==> src/rtl/gate_vector_sequencer_pkg.sv <==
// Shared types and constants for the gate vector sequencer.
// Optional feature macro: GATE_SEQ_SIG_EN (capture signature).
package gate_seq_pkg;

  // Sequencer FSM states
  typedef enum logic [1:0] {
    ST_IDLE  = 2'd0,
    ST_APPLY = 2'd1,
    ST_DONE  = 2'd2
  } state_t;

  localparam int unsigned SIG_W     = 16;
  localparam logic [SIG_W-1:0] SIG_TAP = 16'hB400;
  localparam int unsigned DEF_VEC_W = 4;
  localparam int unsigned DEF_OUT_W = 10;

  // Index width for n vectors, never narrower than one bit
  function automatic int unsigned idx_width(input int unsigned n);
    return (n > 1) ? $clog2(n) : 1;
  endfunction

  // One signature step: LFSR shift with tap feedback, then fold in the capture
  function automatic logic [SIG_W-1:0] sig_next(input logic [SIG_W-1:0] s,
                                               input logic [SIG_W-1:0] din);
    return {s[SIG_W-2:0], ^(s & SIG_TAP)} ^ din;
  endfunction

endpackage

==> src/rtl/gate_vector_sequencer_if.sv <==
// Config/capture bus between the test master and the gate vector sequencer.
interface gate_vector_sequencer_if
  import gate_seq_pkg::*;
#(
  parameter int unsigned NUM_VEC = 5,
  parameter int unsigned VEC_W   = DEF_VEC_W,
  parameter int unsigned OUT_W   = DEF_OUT_W
);
  localparam int unsigned IDX_W = idx_width(NUM_VEC);

  logic                     start;
  logic [NUM_VEC*VEC_W-1:0] vec_table;
  logic                     cap_valid;
  logic [OUT_W-1:0]         cap_data;
  logic [IDX_W-1:0]         cap_idx;
  logic                     busy;
  logic                     done;
  logic [SIG_W-1:0]         sig;

  modport master (
    output start, vec_table,
    input  cap_valid, cap_data, cap_idx, busy, done, sig
  );

  modport slave (
    input  start, vec_table,
    output cap_valid, cap_data, cap_idx, busy, done, sig
  );
endinterface

==> src/rtl/gate_seq_hold_cnt.sv <==
// Hold-window counter: counts cycles a vector has been applied, flags the last one.
module gate_seq_hold_cnt #(
  parameter int unsigned HOLD_CYC = 2
) (
  input  logic clk,
  input  logic reset,
  input  logic clr,
  input  logic en,
  output logic tc_c
);
  localparam int unsigned CNT_W = (HOLD_CYC > 1) ? $clog2(HOLD_CYC) : 1;
  localparam logic [CNT_W-1:0] TC_VAL = CNT_W'(HOLD_CYC - 1);

  logic [CNT_W-1:0] hcnt;

  assign tc_c = (hcnt == TC_VAL);

  // Count while enabled, wrap to zero at terminal count
  always_ff @(posedge clk) begin
    if (reset || clr) begin
      hcnt <= '0;
    end else if (en) begin
      hcnt <= tc_c ? '0 : hcnt + CNT_W'(1);
    end
  end
endmodule

==> src/rtl/gate_vector_sequencer.sv <==
// Gate vector sequencer: drives a table of vectors into the gate block, holds
// each for HOLD_CYC cycles and captures the gate output once per vector.
// Optional feature macro: GATE_SEQ_SIG_EN (16-bit capture signature on bus.sig).
module gate_vector_sequencer
  import gate_seq_pkg::*;
#(
  parameter int unsigned NUM_VEC  = 5,
  parameter int unsigned HOLD_CYC = 2,
  parameter int unsigned VEC_W    = DEF_VEC_W,
  parameter int unsigned OUT_W    = DEF_OUT_W
) (
  input  logic                 clk,
  input  logic                 reset,
  gate_vector_sequencer_if.slave bus,
  output logic [VEC_W-1:0]     gate_in,
  input  logic [OUT_W-1:0]     gate_out
);
  localparam int unsigned IDX_W = idx_width(NUM_VEC);
  localparam logic [IDX_W-1:0] LAST_IDX = IDX_W'(NUM_VEC - 1);

  state_t           state;
  logic [IDX_W-1:0] idx;
  logic             hold_tc_c;
  logic             cnt_en_c;
  logic [VEC_W-1:0] vec_next_c;

  assign cnt_en_c   = (state == ST_APPLY);
  assign vec_next_c = bus.vec_table[(32'(idx) + 32'd1) * VEC_W +: VEC_W];

  gate_seq_hold_cnt #(
    .HOLD_CYC (HOLD_CYC)
  ) u_hold_cnt (
    .clk   (clk),
    .reset (reset),
    .clr   (!cnt_en_c),
    .en    (cnt_en_c),
    .tc_c  (hold_tc_c)
  );

  // Sequencer FSM with registered vector drive, capture and handshake outputs
  always_ff @(posedge clk) begin
    if (reset) begin
      state         <= ST_IDLE;
      idx           <= '0;
      gate_in       <= '0;
      bus.cap_valid <= 1'b0;
      bus.cap_data  <= '0;
      bus.cap_idx   <= '0;
      bus.busy      <= 1'b0;
      bus.done      <= 1'b0;
    end else begin
      bus.cap_valid <= 1'b0;
      bus.done      <= 1'b0;
      case (state)
        ST_IDLE: begin
          gate_in <= '0;
          if (bus.start) begin
            state    <= ST_APPLY;
            idx      <= '0;
            gate_in  <= bus.vec_table[VEC_W-1:0];
            bus.busy <= 1'b1;
          end
        end
        ST_APPLY: begin
          if (hold_tc_c) begin
            bus.cap_data  <= gate_out;
            bus.cap_idx   <= idx;
            bus.cap_valid <= 1'b1;
            if (idx != LAST_IDX) begin
              idx     <= idx + IDX_W'(1);
              gate_in <= vec_next_c;
            end else begin
              gate_in  <= '0;
              bus.done <= 1'b1;
              bus.busy <= 1'b0;
              state    <= ST_DONE;
            end
          end
        end
        ST_DONE: begin
          state <= ST_IDLE;
        end
        default: begin
          state <= ST_IDLE;
        end
      endcase
    end
  end

`ifdef GATE_SEQ_SIG_EN
  logic [SIG_W-1:0] sig_q;

  // Signature: cleared on run start, folded with each captured gate output
  always_ff @(posedge clk) begin
    if (reset) begin
      sig_q <= '0;
    end else if (state == ST_IDLE && bus.start) begin
      sig_q <= '0;
    end else if (state == ST_APPLY && hold_tc_c) begin
      sig_q <= sig_next(sig_q, SIG_W'(gate_out));
    end
  end

  assign bus.sig = sig_q;
`else
  assign bus.sig = '0;
`endif

endmodule

==> src/flat_wrapper.sv <==
// flat-port wrapper written by rule: the top's interface ports become plain ports
module gate_vector_sequencer_flat import gate_seq_pkg::*;
#(
  parameter int unsigned NUM_VEC  = 5,
  parameter int unsigned HOLD_CYC = 2,
  parameter int unsigned VEC_W    = DEF_VEC_W,
  parameter int unsigned OUT_W    = DEF_OUT_W
)
  (clk, reset, gate_in, gate_out, bus_start, bus_vec_table, bus_cap_valid, bus_cap_data, bus_cap_idx, bus_busy, bus_done, bus_sig);
  gate_vector_sequencer_if #(.NUM_VEC(NUM_VEC), .VEC_W(VEC_W), .OUT_W(OUT_W)) bus_i ();
  input  logic clk;
  input  logic reset;
  output logic [VEC_W-1:0] gate_in;
  input  logic [OUT_W-1:0] gate_out;
  input wire logic [$bits(bus_i.start)-1:0] bus_start;
  input wire logic [$bits(bus_i.vec_table)-1:0] bus_vec_table;
  output wire logic [$bits(bus_i.cap_valid)-1:0] bus_cap_valid;
  output wire logic [$bits(bus_i.cap_data)-1:0] bus_cap_data;
  output wire logic [$bits(bus_i.cap_idx)-1:0] bus_cap_idx;
  output wire logic [$bits(bus_i.busy)-1:0] bus_busy;
  output wire logic [$bits(bus_i.done)-1:0] bus_done;
  output wire logic [$bits(bus_i.sig)-1:0] bus_sig;
  assign bus_i.start = bus_start;
  assign bus_i.vec_table = bus_vec_table;
  assign bus_cap_valid = bus_i.cap_valid;
  assign bus_cap_data = bus_i.cap_data;
  assign bus_cap_idx = bus_i.cap_idx;
  assign bus_busy = bus_i.busy;
  assign bus_done = bus_i.done;
  assign bus_sig = bus_i.sig;
  gate_vector_sequencer #(.NUM_VEC(NUM_VEC), .HOLD_CYC(HOLD_CYC), .VEC_W(VEC_W), .OUT_W(OUT_W)) u_core (.clk(clk), .reset(reset), .bus(bus_i), .gate_in(gate_in), .gate_out(gate_out));
endmodule
==> config.mk <==
export PLATFORM = sky130hd
export DESIGN_NAME = gate_vector_sequencer_flat
export DESIGN_NICKNAME = d
export VERILOG_FILES = /design/src/rtl/gate_vector_sequencer_pkg.sv /design/src/rtl/gate_vector_sequencer_if.sv /design/src/rtl/gate_seq_hold_cnt.sv /design/src/rtl/gate_vector_sequencer.sv /design/src/flat_wrapper.sv
export SDC_FILE = /design/constraint.sdc
export NUM_CORES = 1
export LEC_CHECK = 0
export CORE_ASPECT_RATIO = 0.6
export CORE_MARGIN = 5
export CORE_UTILIZATION = 38
export CTS_BUF_LIST = sky130_fd_sc_hd__clkbuf_4 sky130_fd_sc_hd__clkbuf_8
export DETAILED_ROUTE_END_ITERATION = 8
export PLACE_DENSITY_LB_ADDON = 0.05
export REMOVE_ABC_BUFFERS = 1
export SETUP_SLACK_MARGIN = 0.05
export SLEW_MARGIN = 40
export SYNTH_ARGS = -nofsm -noshare
export SYNTH_HDL_FRONTEND = slang
export SYNTH_SLANG_ARGS = --single-unit
==> constraint.sdc <==
create_clock -name clk -period 1.9 [get_ports clk]
set_input_delay 0.285 -clock clk [delete_from_list [all_inputs] [get_ports clk]]
set_output_delay 0.285 -clock clk [all_outputs]
set_load 0.01 [all_outputs]
# After elaboration in Yosys (flattened, before gate mapping)
# Cells that the tools add are included.
[word_totals] output_inout_bits=36 ff_bits=26 elab_cells=51 inputBits=33
[classes] mux=19 shift=1 n_bitwise=2 reduce_logical=11 n_addsub=3 eq_ne=6
[ops] op="20-bit by 33-bit variable part select with 4-bit output" n=1
[ops] op="4-bit two-way mux" n=3
[ops] op="3-bit two-way mux" n=3
[ops] op="2-bit inequality test, second input constant" n=4
[ops] op="4-bit one-hot mux with 2 select lines" n=1
[ops] op="4-bit AND reduction" n=2
[ops] op="1-bit two-way mux" n=6
[ops] op="2-bit two-way mux" n=3
[ops] op="3-bit one-hot mux with 2 select lines" n=1
[ops] op="3-bit by 1-bit adder with 4-bit output, second input constant" n=1
[ops] op="2-bit one-hot mux with 2 select lines" n=1
[ops] op="2-bit AND reduction" n=2
[ops] op="3-bit by 1-bit adder with 3-bit output, second input constant" n=1
[ops] op="3-bit inequality test, second input constant" n=1
[ops] op="3-bit AND reduction" n=1
[ops] op="3-bit OR reduction" n=1
[ops] op="2-bit by 1-bit == test with 1-bit output, second input constant" n=1
[ops] op="2-bit zero test" n=1
[ops] op="1-bit inverter" n=2
[ops] op="1-bit one-hot mux with 2 select lines" n=1
[ops] op="2-bit nonzero test" n=1
[ops] op="2-bit OR reduction" n=1
[ops] op="1-bit adder, second input constant" n=1
[ops] op="1-bit zero test" n=1
[ops] op="1-bit logical OR" n=1

# Depth between registers and ports, before layout
# Gate-level depths: netlist of the first run.
[logic_depth] word_depth=5 mapped_depth=7 ltp_nobuf=6

# Modules after synthesis
# A second synthesis of the first run with hierarchy kept.
[hier_totals] cells_unflattened=154 hier_area_um2=1296.2
[by_module_without_submodules] module="gate_vector_sequencer" cells_per_inst=151 seq_area_each_um2=500.5 area_per_inst_um2=1257.5 instances=1
[by_module_without_submodules] module="gate_seq_hold_cnt" cells_per_inst=3 seq_area_each_um2=20.0 area_per_inst_um2=38.8 instances=1

# Worst setup path after synthesis of the first run
# OpenSTA, ideal clock, no wires.
[synth_timing] path_type="reg-to-reg" startpoint="register u_core.idx[0]" endpoint="register u_core.idx[2]" period_less_slack_ns=1.406 slack_ns=0.494 t_required_ns=1.828 arrival_time_ns=1.334 setup_ns=0.072 n_path_buf=1 stages_incl_launch_ff=8 path_cell_list="dfxtp_1 -> buf_6 -> inv_1 -> ha_1 -> nand2_1 -> a31oi_1 -> nor3b_1 -> mux2i_1"
[synth_via] elab_chain_len=4
[synth_lines] item="start, declared" line="gate_vector_sequencer.sv:22" text="logic [IDX_W-1:0] idx;"
[synth_lines] item="start signal, assigned" line="gate_vector_sequencer.sv:70" text="idx <= idx + IDX_W'(1);"
[synth_lines] item="3-bit by 1-bit adder with 3-bit output" line="gate_vector_sequencer.sv:70"
[synth_lines] item="3-bit two-way mux" line="gate_vector_sequencer.sv:69" text="if (idx != LAST_IDX) begin"
[synth_lines] item="3-bit two-way mux" line="gate_vector_sequencer.sv:65" text="if (hold_tc_c) begin"
[synth_lines] item="3-bit one-hot mux with 2 select lines" line="gate_vector_sequencer.sv:54" text="case (state)"
# Several ways; a longest one is shown, not always the timed one. The select of a mux whose other input is x is not followed.
# A chain may end at the register's enable or synchronous reset.

# Final worst setup path of the first run
# Same ends and word-level chain as after synthesis.

==> results of run 1 <==
==> power by group through the flow <==
stage	Combinational [mW]	Sequential, mW	Clock [mW]
6_report	0.196	0.578	0.342
5_1_grt	0.214	0.581	0.389
4_1_cts	0.196	0.578	0.355
3_5_place_dp	0.195	0.591	0
3_3_place_gp	0.193	0.589	0
2_1_floorplan	0.0698	0.595	0
==> path summary, 6_finish.rpt <==
path | start | end | slack, ps
max | u_core.idx[0]$_SDFFE_PP0P_ | u_core.idx[2]$_SDFFE_PP0P_ | 340
min | u_core.bus.cap_data[6]$_SDFFE_PP0P_ | u_core.bus.cap_data[6]$_SDFFE_PP0P_ | 450
max reg2reg | u_core.idx[0]$_SDFFE_PP0P_ | u_core.idx[2]$_SDFFE_PP0P_ | 340
min reg2reg | u_core.bus.cap_data[6]$_SDFFE_PP0P_ | u_core.bus.cap_data[6]$_SDFFE_PP0P_ | 450
==> flip-flops by register name, indices dropped and copies added (netlist names) <==
register / flops
u_core.bus.cap_data: 10
u_core.gate_in: 4
u_core.bus.cap_idx: 3
u_core.idx: 3
u_core.state: 2
u_core.bus.busy: 1
u_core.bus.cap_valid: 1
u_core.bus.done: 1
u_core.u_hold_cnt.tc_c: 1
==> stage by stage <==
step / hold slack (ps) / worst slack, ps / cells / util (%) / power [mW]
2_1_floorplan: 354 / 395 / 135 / - / 0.665
3_3_place_gp: 442 / 208 / 235 / 58.1 / 0.782
3_5_place_dp: 445 / 178 / 235 / 58.1 / 0.786
4_1_cts: 457 / 167 / 239 / 60.0 / 1.13
5_1_grt: 481 / 94.9 / 239 / 60.0 / 1.18
6_report: 453 / 337 / 239 / 60.0 / 1.12
==> cells by family after synthesis <==
kind of cell,count (synthesis),synth area share [%]
buffers and inverters,28,14.5
other,1,0.307
flip-flops,26,42.6
multiplexers,5,8.19
adder cells (fa/ha/maj),2,2.05
AND/OR/NAND/NOR,54,19.1
AO/OA/AOI/OAI,28,13.2
==> cells in the mapped netlist <==
cell	n	area share, %
a31oi_1	1	0.51
ha_1	2	2.0
mux2i_1	1	0.82
a21o_1	1	0.61
buf_4	16	9.8
clkbuf_1	3	0.92
o21ai_0	2	0.82
nor3b_1	1	0.61
o21a_1	1	0.61
nand3_1	1	0.41
conb_1	1	0.31
nor2b_2	1	0.72
a21oi_1	19	7.8
nand2b_1	2	1.0
nand2_1	29	8.9
buf_6	1	0.92
inv_1	4	1.2
nand3b_1	1	0.61
dfxtp_1	26	43
nor2_1	9	2.8
nor3_1	10	4.1
a221oi_1	4	2.9
buf_2	4	1.6
mux4_2	4	7.4
==> final cells by class <==
cell class              instances  area [µm²]
inverters                       4        15.0
well taps                      42        52.6
repair buffers                 58         566
fillers                       257        1190
multi-input cells             105         581
clock buffers                   4        55.1
flip-flops and latches         26         522
==> metal layers <==
| metal | wire [µm] | GRT usage [%] | up-vias |
|---|---|---|---|
| li1 | - | - | 562 |
| met1 | 1290 | 16.6 | 504 |
| met2 | 1310 | 21.8 | 45 |
| met3 | 289 | 5.66 | 4 |
| met4 | 24 | 4.08 | 0 |
| met5 | 0 | 0 | - |
==> worst max-delay path, stage by stage (launching register included) <==
cell,delay (ps)
dfxtp_2,450
inv_1,90
ha_1,240
nand2_1,120
a31oi_1,130
nor3b_1,260
mux2i_1,200
==> timing repair <==
item                                   4_1_cts  5_1_grt
resized for setup                            0        1
setup endpoints to repair                    0        1
endpoints found under the hold margin        0        0
==> reports/metrics.csv, run 1 <==
metric,value,unit
outcome,finished clean,
fp.dieW,83.2,µm
p_leak,0.658,nW
rows,15,
cp-start-kind,flop,
hold_viol_final,0,
post-route-min-period,1560,ps
detailroute.via_count,1115,
dieArea,0.00449,mm²
cts_buffer_depth,2,
fin_setup_tns,0,ps
syn_area_per_cell,8.49,µm²
setup_viol,0,
start_util,41.0,%
yosysUniqueCellTypes,24,
syn_inst,144,
ir_drop,0.425,mV
clockPowerShare,30.7,%
cts-htree-levels,1,
cts_setup_buffers,0,
post-route-period-util,82.2,%
drtIter0Drc,40,
holdPathStages,2,
post-dp-hpwl,2370,µm
antenna_cells,0,
netlist_area,0.00122,mm²
grt_setup_unrepaired,false,
root_buffer,clkbuf_8,
end_kind,flop,
drt_wl_total,2920,µm
max_freq,0.640,GHz
numCtsBuffers,3,
wire_per_inst,12.2,µm
most-common-layout-cells,"clkdlybuf4s50_1 (52), nand2_1 (29), dfxtp_1 (25)",
drive_gt1_share,8.12,%
worstPathRequired,2100,ps
final_area,0.00179,mm²
port_buffers,52,
ff2ff_path_depth,6,
layout_commonest_cell,clkdlybuf4s50_1,
grt_max_degree,16,
drc,0,
dpl_cell_area,0.00173,mm²
grt_pass1_wl,4720,µm
place.gp.congestion,0.752,
seq_power_share,51.8,%
viasPerCell,4.67,
io_pins,69,
yosysWarnings,0,
hold_buffers,0,
grt_pass1_vias,1012,
ant_nets,0,
worst-path-max-fanout,8,
area_growth,46.5,%
fin_nets,233,
yosysSeqAreaShare,42.6,%
maxCapViolations,0,
antenna_found_initial,0,
die_h,53.9,µm
clock_sinks,26,
cp.arrival,1760,ps
comb_power_share,17.6,%
insertion_delay,260,ps
grt_usage,13.5,%
core,0.00298,mm²
hold_class,flop to flop,
switching_share,22.6,%
powerDensity,623,mW/mm²
p_sw,0.252,mW
drt_first_pass_iters,4,
ys_ff_latch,26,
tritoncts,built,
critical_path_class,flop to flop,
grt.overflow.total,0,
path_clk_slew,80,ps
p_int,0.864,mW
finalClockSkew,1.45,ps
drv_slew,0,
Power figures use the tool's default switching activity.
==> run 2, diff against run 1 <==
Settings changed: CORE_UTILIZATION 38 to 35.
Clock period 1.9 ns to 1.4 ns, I/O delays scaled along.
==> run 2 against run 1 <==
  * The flow now finishes with violations (setup timing)
  * Core utilization increased by 0.27 points
  * Routed wire length increased by 21%
  * Maximum frequency increased by 8.3%
  * Via count increased by 6.6%
  * Power increased by 53%
  * Critical path depth decreased by 2
  * Clock skew increased by 1.4 ps
  * Combinational power increased by 57%
  * Sequential cell count unchanged
  * Largest power group unchanged
==> reports/metrics.csv, run 2 (same netlist as run 1, synthesis figures left out) <==
metric,value,unit,change
holdPathStages,2,,unchanged
cp-start-kind,flop,,
cp.arrival,1600,ps,-160 ps
hold_viol_final,0,,unchanged
port_buffers,52,,unchanged
area_growth,62.8,%,
cts-htree-levels,1,,unchanged
ff2ff_path_depth,4,,-2
detailroute.via_count,1189,,+6.6%
most-common-layout-cells,"clkdlybuf4s50_1 (32), nand2_1 (28), dfxtp_1 (23)",,
insertion_delay,270,ps,about the same
post-dp-hpwl,2670,µm,+13%
cts_buffer_depth,2,,unchanged
hold_path_end,u_core.bus.cap_data[2]$_SDFFE_PP0P_,,
r2r_slack,-40,ps,-380 ps
p_leak,0.849,nW,+29%
antenna_cells,0,,unchanged
grt_setup_unrepaired,true,,
timing.rr.start,u_core.idx[0]$_SDFFE_PP0P_,,
ir_drop,0.487,mV,+15%
grt_pass1_vias,1228,,+21%
path_clk_slew,90,ps,about the same
post-route-min-period,1440,ps,-120 ps
wire_per_inst,14.1,µm,+15%
wl_met1,1570,µm,+22%
fp.dieW,86.3,µm,+3.7%
setup_viol,2,,+2
reg2reg_to,u_core.gate_in[2]$_SDFFE_PP0P_,,
drt_first_pass_iters,4,,unchanged
crit_start,u_core.idx[0]$_SDFFE_PP0P_,,
outcome,"finished, violations left",,
hold_class,flop to flop,,
clock_sinks,26,,unchanged
worstPathRequired,1550,ps,-550 ps
hold_ws,457,ps,+3.62 ps
highest_layer,met4,,
reg_top3,"u_core.bus.cap_data (10), u_core.gate_in (4)",,
drc,0,,unchanged
powerDensity,856,mW/mm²,+37%
dieArea,0.00481,mm²,+7.2%
viasPerCell,4.74,,+1.5%
worst-path-max-fanout,3,,-5
io_pins,69,,unchanged
dp.cells,245,,+4.3%
drv_slew,0,,unchanged
max_freq,0.693,GHz,+8.3%
ant_nets,0,,unchanged
grt_usage,15.4,%,+1.9 points
start_util,37.0,%,-4.0 points
largest_reg_flops,10,,unchanged
top_register,u_core.bus.cap_data,,
antenna_found_initial,0,,unchanged
place.gp.congestion,0.764,,+1.6%
wl_met3,245,µm,-15%
maxCapViolations,0,,unchanged
die_h,55.8,µm,+3.4%
end_kind,flop,,
drtIter0Drc,101,,+150%
min_from,u_core.bus.cap_data[2]$_SDFFE_PP0P_,,
root_buffer,clkbuf_8,,
numCtsBuffers,3,,unchanged
drive_gt1_share,20.9,%,+13 points
grt.overflow.total,0,,unchanged
layout_setup_ws,-42.4,ps,-380 ps
core,0.00330,mm²,+11%
rows,16,,+1
grt_max_degree,16,,unchanged
hold_buffers,0,,unchanged
final_util,60.3,%,+0.27 points
layoutNonFillerInstCount,251,,+5.0%
grt_pass1_wl,5850,µm,+24%
wl_met2,1670,µm,+27%
fin_nets,242,,+3.9%
drt_wl_total,3530,µm,+21%
finalClockSkew,2.85,ps,+1.40 ps
post-route-period-util,103,%,+21 points
failed_checks,setup timing,,
layout_commonest_cell,clkdlybuf4s50_1,,
tritoncts,built,,
critical_path_class,flop to flop,,
==> run 2: what timing repair did <==
item,CTS,global route
setup endpoints to repair,26,23
pin swaps,2,7
buffers inserted,0,2
resized for setup,31,21
==> run 2: worst max-delay path, stage by stage, from the launching register on <==
cell and delay, ps:
dfxtp_4 370, buf_4 120, mux4_2 520, a221oi_2 250
nor3_1 70
==> run 2: power breakdown <==
group | switching [mW] | leakage (nW) | internal, mW
combinational | 0.136 | 0.600 | 0.171
clock | 0.231 | 0.0357 | 0.382
sequential | 0.0211 | 0.213 | 0.763
total | 0.388 | 0.849 | 1.32
==> run 2: metrics by stage <==
| stage | setup TNS [ps] | area [µm²] | total power [mW] | worst slack, ps |
|---|---|---|---|---|
| finish | -59.2 | 1990 | 1.70 | -42.4 |
| global route | -341 | 1990 | 1.79 | -95.2 |
| CTS | -62.8 | 1900 | 1.70 | -26.2 |
| detailed placement | -823 | 1790 | 1.08 | -208 |
| global placement | -681 | 1790 | 1.07 | -164 |
| floorplan | -327 | 1120 | 0.903 | -105 |
==> run 2: how the worst max path moves through the flow <==
stage | to | cells past startpoint
final | u_core.gate_in[2]$_SDFFE_PP0P_ | 4
after global placement | u_core.gate_in[2]$_SDFFE_PP0P_ | 4
after floorplan | u_core.idx[2]$_SDFFE_PP0P_ | 6
after CTS | u_core.gate_in[3]$_SDFFE_PP0P_ | 4
after detailed placement | u_core.gate_in[3]$_SDFFE_PP0P_ | 4
after global routing | u_core.gate_in[3]$_SDFFE_PP0P_ | 4
==> run 2: area by class of cell <==
| cell class | instances | area [µm²] |
|---|---|---|
| Fill cell | 296 | 1310 |
| Tap cell | 45 | 56.3 |
| Timing Repair Buffer | 67 | 631 |
| Multi-Input combinational cell | 105 | 688 |
| Sequential cell | 26 | 527 |
| Clock inverter | 1 | 30.0 |
| Inverter | 4 | 17.5 |
| Clock buffer | 3 | 41.3 |
==> run 2: metal layers <==
layer	track usage (%)	up-vias
li1	-	581
met5	0	-
met1	20.1	547
met4	4.00	0
met3	4.29	6
met2	24.8	55
==> run 3, diff against run 2 <==
Settings changed: CTS_CLUSTER_DIAMETER from default to 60, MAX_ROUTING_LAYER from default to met4.
==> run 3 against run 2 <==
  * First-iteration DRC count unchanged
  * Clock-buffer cell count unchanged
  * Setup slack unchanged
  * Worst hold slack unchanged
  * Via count unchanged
  * Design area unchanged
  * Critical path depth unchanged
  * Routed wire length unchanged
  * The flow still finishes with violations (setup timing)
  * Highest routed layer unchanged
  * Die area unchanged
  * Non-clock buffer count unchanged
  * Sequential share of layout area unchanged
  * Sequential power about the same
==> reports/metrics.csv, run 3 (same netlist as run 1, synthesis figures left out) <==
metric,value,unit,change
post-route-min-period,1440,ps,unchanged
max_freq,0.693,GHz,unchanged
drc,0,,unchanged
maxCapViolations,0,,unchanged
ir_drop,0.487,mV,unchanged
drv_slew,0,,unchanged
cp.arrival,1600,ps,about the same
critical_path_class,flop to flop,,
grt_setup_unrepaired,true,,
grt_max_degree,16,,unchanged
detailroute.via_count,1189,,unchanged
hold_class,flop to flop,,
layoutNonFillerInstCount,251,,unchanged
min_from,u_core.bus.cap_data[2]$_SDFFE_PP0P_,,
p_leak,0.849,nW,unchanged
timing.rr.start,u_core.idx[0]$_SDFFE_PP0P_,,
worst-path-max-fanout,3,,unchanged
insertion_delay,270,ps,about the same
most-common-layout-cells,"clkdlybuf4s50_1 (32), nand2_1 (28), dfxtp_1 (23)",,
top_register,u_core.bus.cap_data,,
reg_top3,"u_core.bus.cap_data (10), u_core.gate_in (4)",,
tritoncts,built,,
path_clk_slew,90,ps,about the same
dieArea,0.00481,mm²,unchanged
grt_usage,15.8,%,+0.43 points
drt_wl_total,3530,µm,unchanged
wire_per_inst,14.1,µm,unchanged
rows,16,,unchanged
cp-start-kind,flop,,
clock_sinks,26,,unchanged
largest_reg_flops,10,,unchanged
outcome,"finished, violations left",,
start_util,37.0,%,unchanged
place.gp.congestion,0.774,,+1.3%
io_pins,69,,unchanged
drive_gt1_share,20.9,%,unchanged
fp.dieW,86.3,µm,unchanged
die_h,55.8,µm,unchanged
setup_viol,2,,unchanged
holdPathStages,2,,unchanged
grt_pass1_wl,5850,µm,unchanged
layout_commonest_cell,clkdlybuf4s50_1,,
area_growth,62.8,%,unchanged
fin_setup_tns,-59.2,ps,unchanged
hold_viol_final,0,,unchanged
ff2ff_path_depth,4,,unchanged
dp.cells,245,,unchanged
port_buffers,52,,unchanged
post-route-period-util,103,%,unchanged
antenna_cells,0,,unchanged
root_buffer,clkbuf_8,,
core,0.00330,mm²,unchanged
final_area,0.00199,mm²,unchanged
r2r_slack,-40,ps,about the same
hold_ws,457,ps,unchanged
cts_buffer_depth,2,,unchanged
drt_first_pass_iters,4,,unchanged
viasPerCell,4.74,,unchanged
grt_pass1_vias,1228,,unchanged
drtIter0Drc,101,,unchanged
hold_path_end,u_core.bus.cap_data[2]$_SDFFE_PP0P_,,
post-dp-hpwl,2670,µm,unchanged
worstPathRequired,1550,ps,about the same
fin_nets,242,,unchanged
end_kind,flop,,
powerDensity,856,mW/mm²,about the same
grt.overflow.total,0,,unchanged
numCtsBuffers,3,,unchanged
layout_setup_ws,-42.4,ps,unchanged
finalClockSkew,2.85,ps,unchanged
failed_checks,setup timing,,
cts-htree-levels,1,,unchanged
reg2reg_to,u_core.gate_in[2]$_SDFFE_PP0P_,,
ant_nets,0,,unchanged
dpl_cell_area,0.00179,mm²,unchanged
antenna_found_initial,0,,unchanged
==> run 3: cell counts in the layout (fill, tap and decap cells not counted) <==
No cell type changed its count.
==> run 3: layer usage <==
metal / vias up / GRT usage, % / wire length (µm)
li1: 581 / - / -
met1: 547 / 20.2 / 1580
met2: 55 / 24.8 / 1670
met3: 6 / 4.14 / 240
met4: 0 / 4.00 / 46
met5: - / - / 0
==> run 3: power breakdown <==
group / switching, mW / leakage [nW] / total (mW) / internal [mW]
sequential: 0.0211 / 0.213 / 0.784 / 0.763
combinational: 0.136 / 0.600 / 0.307 / 0.171
clock: 0.231 / 0.0357 / 0.613 / 0.382
==> run 3: area by class of cell <==
cell class | instances | area, µm²
fillers | 296 | 1310
clock buffers | 3 | 41.3
well taps | 45 | 56.3
multi-input cells | 105 | 688
repair buffers | 67 | 631
clock inverters | 1 | 30.0
inverters | 4 | 17.5
flip-flops and latches | 26 | 527
==> run 3: worst max-delay path by stage <==
stage | from | to | slack (ps) | depth (start not counted)
2_1_floorplan | u_core.idx[0]$_SDFFE_PP0P_ | u_core.idx[2]$_SDFFE_PP0P_ | -100 | 6
3_3_place_gp | bus_vec_table[18] | u_core.gate_in[2]$_SDFFE_PP0P_ | -160 | 4
3_5_place_dp | bus_vec_table[15] | u_core.gate_in[3]$_SDFFE_PP0P_ | -210 | 4
4_1_cts | u_core.idx[0]$_SDFFE_PP0P_ | u_core.gate_in[3]$_SDFFE_PP0P_ | -30 | 4
5_1_grt | u_core.idx[0]$_SDFFE_PP0P_ | u_core.gate_in[3]$_SDFFE_PP0P_ | -100 | 4
6_report | u_core.idx[0]$_SDFFE_PP0P_ | u_core.gate_in[2]$_SDFFE_PP0P_ | -40 | 4
==> run 3: what timing repair did <==
action	CTS	global route
pin swaps	2	7
hold buffers	0	0
setup buffers	0	2
setup endpoints to repair	26	23
gates resized for setup	31	21
==> run 3: stage by stage <==
step / setup slack [ps] / util [%] / total power, mW
finish: -42.4 / 60.3 / 1.70
global route: -95.2 / 60.3 / 1.79
CTS: -26.2 / 57.5 / 1.70
detailed placement: -208 / 54.2 / 1.08
global placement: -164 / 54.2 / 1.07
floorplan: -105 / - / 0.903
==> run 3: worst max-delay path: stages (launching register included) <==
cell	delay [ps]
dfxtp_4	370
buf_4	120
mux4_2	520
a221oi_2	250
nor3_1	70
==> edit 1, RTL diff (flow settings as in run 1) <==
The option `GATE_SEQ_SIG_EN` is turned on by a define.
--- a/src/rtl/gate_vector_sequencer.sv
+++ b/src/rtl/gate_vector_sequencer.sv
@@ -1,6 +1,8 @@
 // Gate vector sequencer: drives a table of vectors into the gate block, holds
 // each for HOLD_CYC cycles and captures the gate output once per vector.
 // Optional feature macro: GATE_SEQ_SIG_EN (16-bit capture signature on bus.sig).
+`define GATE_SEQ_SIG_EN
+
 module gate_vector_sequencer
   import gate_seq_pkg::*;
 #(
Formal check against the unedited RTL: not equivalent (Yosys sat finds a counterexample within 4 cycles, from zero or initial values and one cycle with reset high).
==> edit 1 against run 1 <==
  * Largest power group unchanged
  * Synthesized area grew 46%
  * Cell area up 49%
  * Maximum frequency is 0.23% lower
  * Non-clock buffer count grew 18
  * Worst setup slack got worse by 0.0036 ns
  * Clock power grew 110%
  * Sequential cell count is 16 higher
  * Total power is 67% higher
  * Largest cell class unchanged
  * Global-route usage rose by 1.0 points
  * Critical path type is now reg -> out
  * Wire length increased by 51%
==> edit 1: results (changes against run 1) <==
metric	value	unit	change
outcome	finished, final reports clean		
Crit-path slowest cell	clkdlybuf4s50_1		
FF-to-FF path depth	6		unchanged
CTS Hold Bufs	0		unchanged
gr usage total	14.5	%	+1.0 points
Cell Area, Placed	2560	sq um	+47%
largest net degree at the start of global routing	41		+25
Storage cell area	841	sq um	+61%
CP arrival	1.28	ns	-0.48 ns
overall routed net length	4400	um	+51%
vias in the first global route	1477		+46%
I/O Buffers	68		+31%
placed insts	322		+37%
Synth Area per Inst	9.09	sq um	+7.1%
worst slack, placed	0.212	ns	+0.0338 ns
Root Driver	clkbuf_8		
Post-DRT Antenna Nets	0		unchanged
first-pass detailed-route iteration total	4		unchanged
CP max FO	3		-5
VDD IR max	496	uV	+17%
Sw Ratio	21.3	%	-1.4 points
Num CTS Buffers	5		+2
Netlist cell types	30		+25%
Post-synth top flop	dfxtp_1		
Remaining DRCs	0		unchanged
Layout Cells excl Fill	329		+38%
Worst-Skew Late Latency	0.28	ns	+0.02 ns
post-CTS sizing	0		unchanged
sequential share of the synthesized area	47.0	%	+4.4 points
H-tree depth	2		+1
ratio of cells with drive above 1 in the final layout	9.02	%	+0.90 points
initial DRC count	62		+55%
Clk pin slew, worst setup/hold paths	0.08	ns	about the same
Detail Placement HPWL	3260	um	+38%
Filler Cell Count	430		+67%
global-route wire length before repair	7330	um	+55%
combinational power	0.000236	W	+20%
slowest stage delay, CP	0.57	ns	+0.12 ns
fin nets	301		+29%
Synth top cells by count	dfxtp_1 (42), nand2_1 (42), a21oi_1 (25)		
max FFs per register	16		+6
Slew headroom	64.9	%	
Final Wtd Congestion	0.697		-7.3%
Area contributors post-synth	dfxtp_1 (47%), nand2_1 (8.8%), a21oi_1 (7.0%)		
Worst setup startpoint	u_core.bus.sig[0]		
Flop pwr share	49.4	%	-2.4 points
minimum clock period	1.57	ns	+0.00365 ns
Lkg Pwr	0.884	nW	+34%
Worst path top cell family by delay	buffers and inverters		
vias per inst	4.67		about the same
worst setup path endpoint	bus_sig[0]		
reg2reg setup slack	0.39	ns	+0.05 ns
pwr dens	697	nW/um^2	+12%
clk_skew	0.00879	ns	+0.00733 ns
## edit 1: cell types whose count changed in the layout (fill, tap and decap cells not counted), moves of 6 or more
| cell | run 1 | this run |
|---|---|---|
| dfxtp_1 | 25 | 42 |
| clkdlybuf4s50_1 | 52 | 68 |
| conb_1 | 16 | 0 |
| nand2_1 | 29 | 42 |
| a211oi_1 | 0 | 11 |
| xnor2_1 | 0 | 10 |
| nor2_1 | 9 | 17 |
| nor3_1 | 10 | 2 |
| a21oi_1 | 19 | 25 |
## edit 1: layer usage
layer / global-route usage (%) / wire (um)
met4: 2.56 / 8
met2: 19.0 / 1640
met3: 5.29 / 300
met5: 0 / 0
met1: 22.2 / 2450
## edit 1: final cells by class
class                   instances  area share, %
clock inverters                 1           1.13
repair buffers                 76           28.7
clock buffers                   6           3.09
well taps                      63           2.95
inverters                       4          0.563
multi-input cells             137           32.1
flip-flops and latches         42           31.5
## edit 1: worst min path at each step
stage / start / to / slack [ns] / cells after the start
floorplan: reset / u_core.bus.cap_data[0] / 0.35 / 1
global placement: u_core.bus.cap_data[3] / u_core.bus.cap_data[3] / 0.44 / 2
detailed placement: u_core.bus.cap_data[8] / u_core.bus.cap_data[8] / 0.45 / 2
CTS: u_core.bus.cap_data[0] / u_core.bus.cap_data[0] / 0.46 / 2
global route: u_core.bus.cap_idx[0] / u_core.bus.cap_idx[0] / 0.48 / 2
finish: u_core.bus.cap_data[0] / u_core.bus.cap_data[0] / 0.45 / 2
## edit 1: cell families after synthesis
kind of cell,after synthesis,share of synthesized area [%]
mux,4,5.03
fa+ha+maj,2,1.40
simple gates,73,18.4
flops,42,47.0
compound gates,46,16.0
xor+xnor,12,6.64
buf+inv,18,5.59
==> edit 2, RTL diff (config.mk and constraints of run 1) <==
Made on the original files. Encoding of `state_t`: now one-hot (3 bits for 3 states).
--- a/src/rtl/gate_vector_sequencer_pkg.sv
+++ b/src/rtl/gate_vector_sequencer_pkg.sv
@@ -3,10 +3,10 @@
 package gate_seq_pkg;
 
   // Sequencer FSM states
-  typedef enum logic [1:0] {
-    ST_IDLE  = 2'd0,
-    ST_APPLY = 2'd1,
-    ST_DONE  = 2'd2
+  typedef enum logic [2:0] {
+    ST_IDLE  = 3'b001,
+    ST_APPLY = 3'b010,
+    ST_DONE  = 3'b100
   } state_t;
 
   localparam int unsigned SIG_W     = 16;
Check against the original RTL: same outputs for any inputs over 10 cycles, from zero or initial values and one cycle with reset high; not proved beyond that.
==> edit 2 against run 1 <==
  * Die area rose by 5.8%
  * Largest cell class unchanged
  * Non-clock buffer count down 4
  * Synthesized area up 6.9%
  * Total power down 0.99%
  * Worst setup slack lost 0.13 ns
  * Sequential cell count rose by 1
  * Cell area is 2.7% higher
  * Wire length up 14%
  * Global-route usage grew 1.1 points
  * Count of clock-buffer cells in the layout unchanged
  * Clock skew increased by 0.0025 ns
==> edit 2: results (changes against run 1) <==
metric	value	unit	change
Lkg Pwr	0.669	nW	+1.6%
I/O Buffers	52		unchanged
outcome	finished, final reports clean		
CP max FO	9		+1
fin nets	238		+2.1%
VDD IR max	237	uV	-44%
fraction of the mapped netlist area in compound gates	13.5	%	+0.30 points
slowest stage delay, CP	0.59	ns	+0.14 ns
post-synthesis mux area share	6.90	%	-1.3 points
met1 WL	1500	um	+16%
largest net degree at the start of global routing	28		+12
global-route wire length before repair	5480	um	+16%
Synth top cells by count	nand2_1 (38), dfxtp_1 (27), a21oi_1 (19)		
met2 WL post-DR	1590	um	+21%
clk_skew	0.00395	ns	+0.00249 ns
Area contributors post-synth	dfxtp_1 (41%), nand2_1 (11%), buf_4 (9.8%)		
Worst path top cell family by delay	flip-flops		
sequential share of the synthesized area	41.4	%	-1.2 points
Synth Area in Adders	1.92	%	-0.13 points
Netlist cell types	31		+29%
Crit-path slowest cell	dfxtp_1		
vias in the first global route	1131		+12%
ys async rst share	0	%	unchanged
gr usage total	14.6	%	+1.1 points
Cell Area, Placed	1790	sq um	+3.2%
WL per Instance	13.5	um	+10%
Met3 Wirelength	215	um	-26%
Detail Placement HPWL	2570	um	+8.4%
vias post-DR	1178		+5.7%
ratio of cells with drive above 1 in the final layout	7.43	%	-0.70 points
Final Wtd Congestion	0.813		+8.0%
multi-input logic area	651	sq um	+12%
initial DRC count	71		+78%
Filler Cell Count	294		+14%
==> edit 2: final timing paths <==
kind / slack [ns] / cells after the start / startpoint / endpoint
max: 0.21 / 3 / u_core.idx[0] / u_core.gate_in[3]
min reg2reg: 0.46 / 2 / u_core.bus.cap_data[9] / u_core.bus.cap_data[9]
max reg2reg: 0.21 / 3 / u_core.idx[0] / u_core.gate_in[3]
min: 0.46 / 2 / u_core.bus.cap_data[9] / u_core.bus.cap_data[9]
==> edit 2: through the flow <==
stage	cells	power, W	setup slack [ns]	hold WS [ns]
floorplan	144	0.000671	0.326	0.354
global placement	243	0.000778	0.196	0.441
detailed placement	243	0.000780	0.168	0.449
CTS	247	0.00112	0.172	0.462
global route	247	0.00115	0.0538	0.478
finish	247	0.00111	0.210	0.456
==> edit 2: routing by layer <==
layer	vias up	global-route usage [%]
li1	586	-
met1	550	19.1
met2	40	23.0
met3	2	3.71
met4	0	5.42
met5	-	0
==> edit 2: cell families (layout without fill, tap and decap cells) <==
kind of cell / Yosys count / after routing
other cells: 1 / 16
simple gates: 64 / 64
mux: 4 / 4
compound gates: 29 / 29
fa+ha+maj: 2 / 2
buf+inv: 26 / 60
flops: 27 / 27
==> edit 2: power by group <==
group          switching, W  internal [W]  total (W)  leakage [nW]
Sequential        0.0000107      0.000580   0.000590         0.219
Clock              0.000173      0.000164   0.000337        0.0262
Combinational     0.0000717      0.000106   0.000178         0.423
==> edit 2: final cells by class <==
class | instances | share of cell area [%]
inverters | 2 | 0.408
repair buffers | 54 | 29.1
clock buffers | 4 | 2.65
well taps | 45 | 3.06
multi-input cells | 115 | 35.4
flip-flops and latches | 27 | 29.4
==> edit 2: tightest hold or removal path, stage by stage, from the launching register on <==
cell     delay [ns]
dfxtp_1        0.32
nand2_1        0.05
a21oi_1        0.05
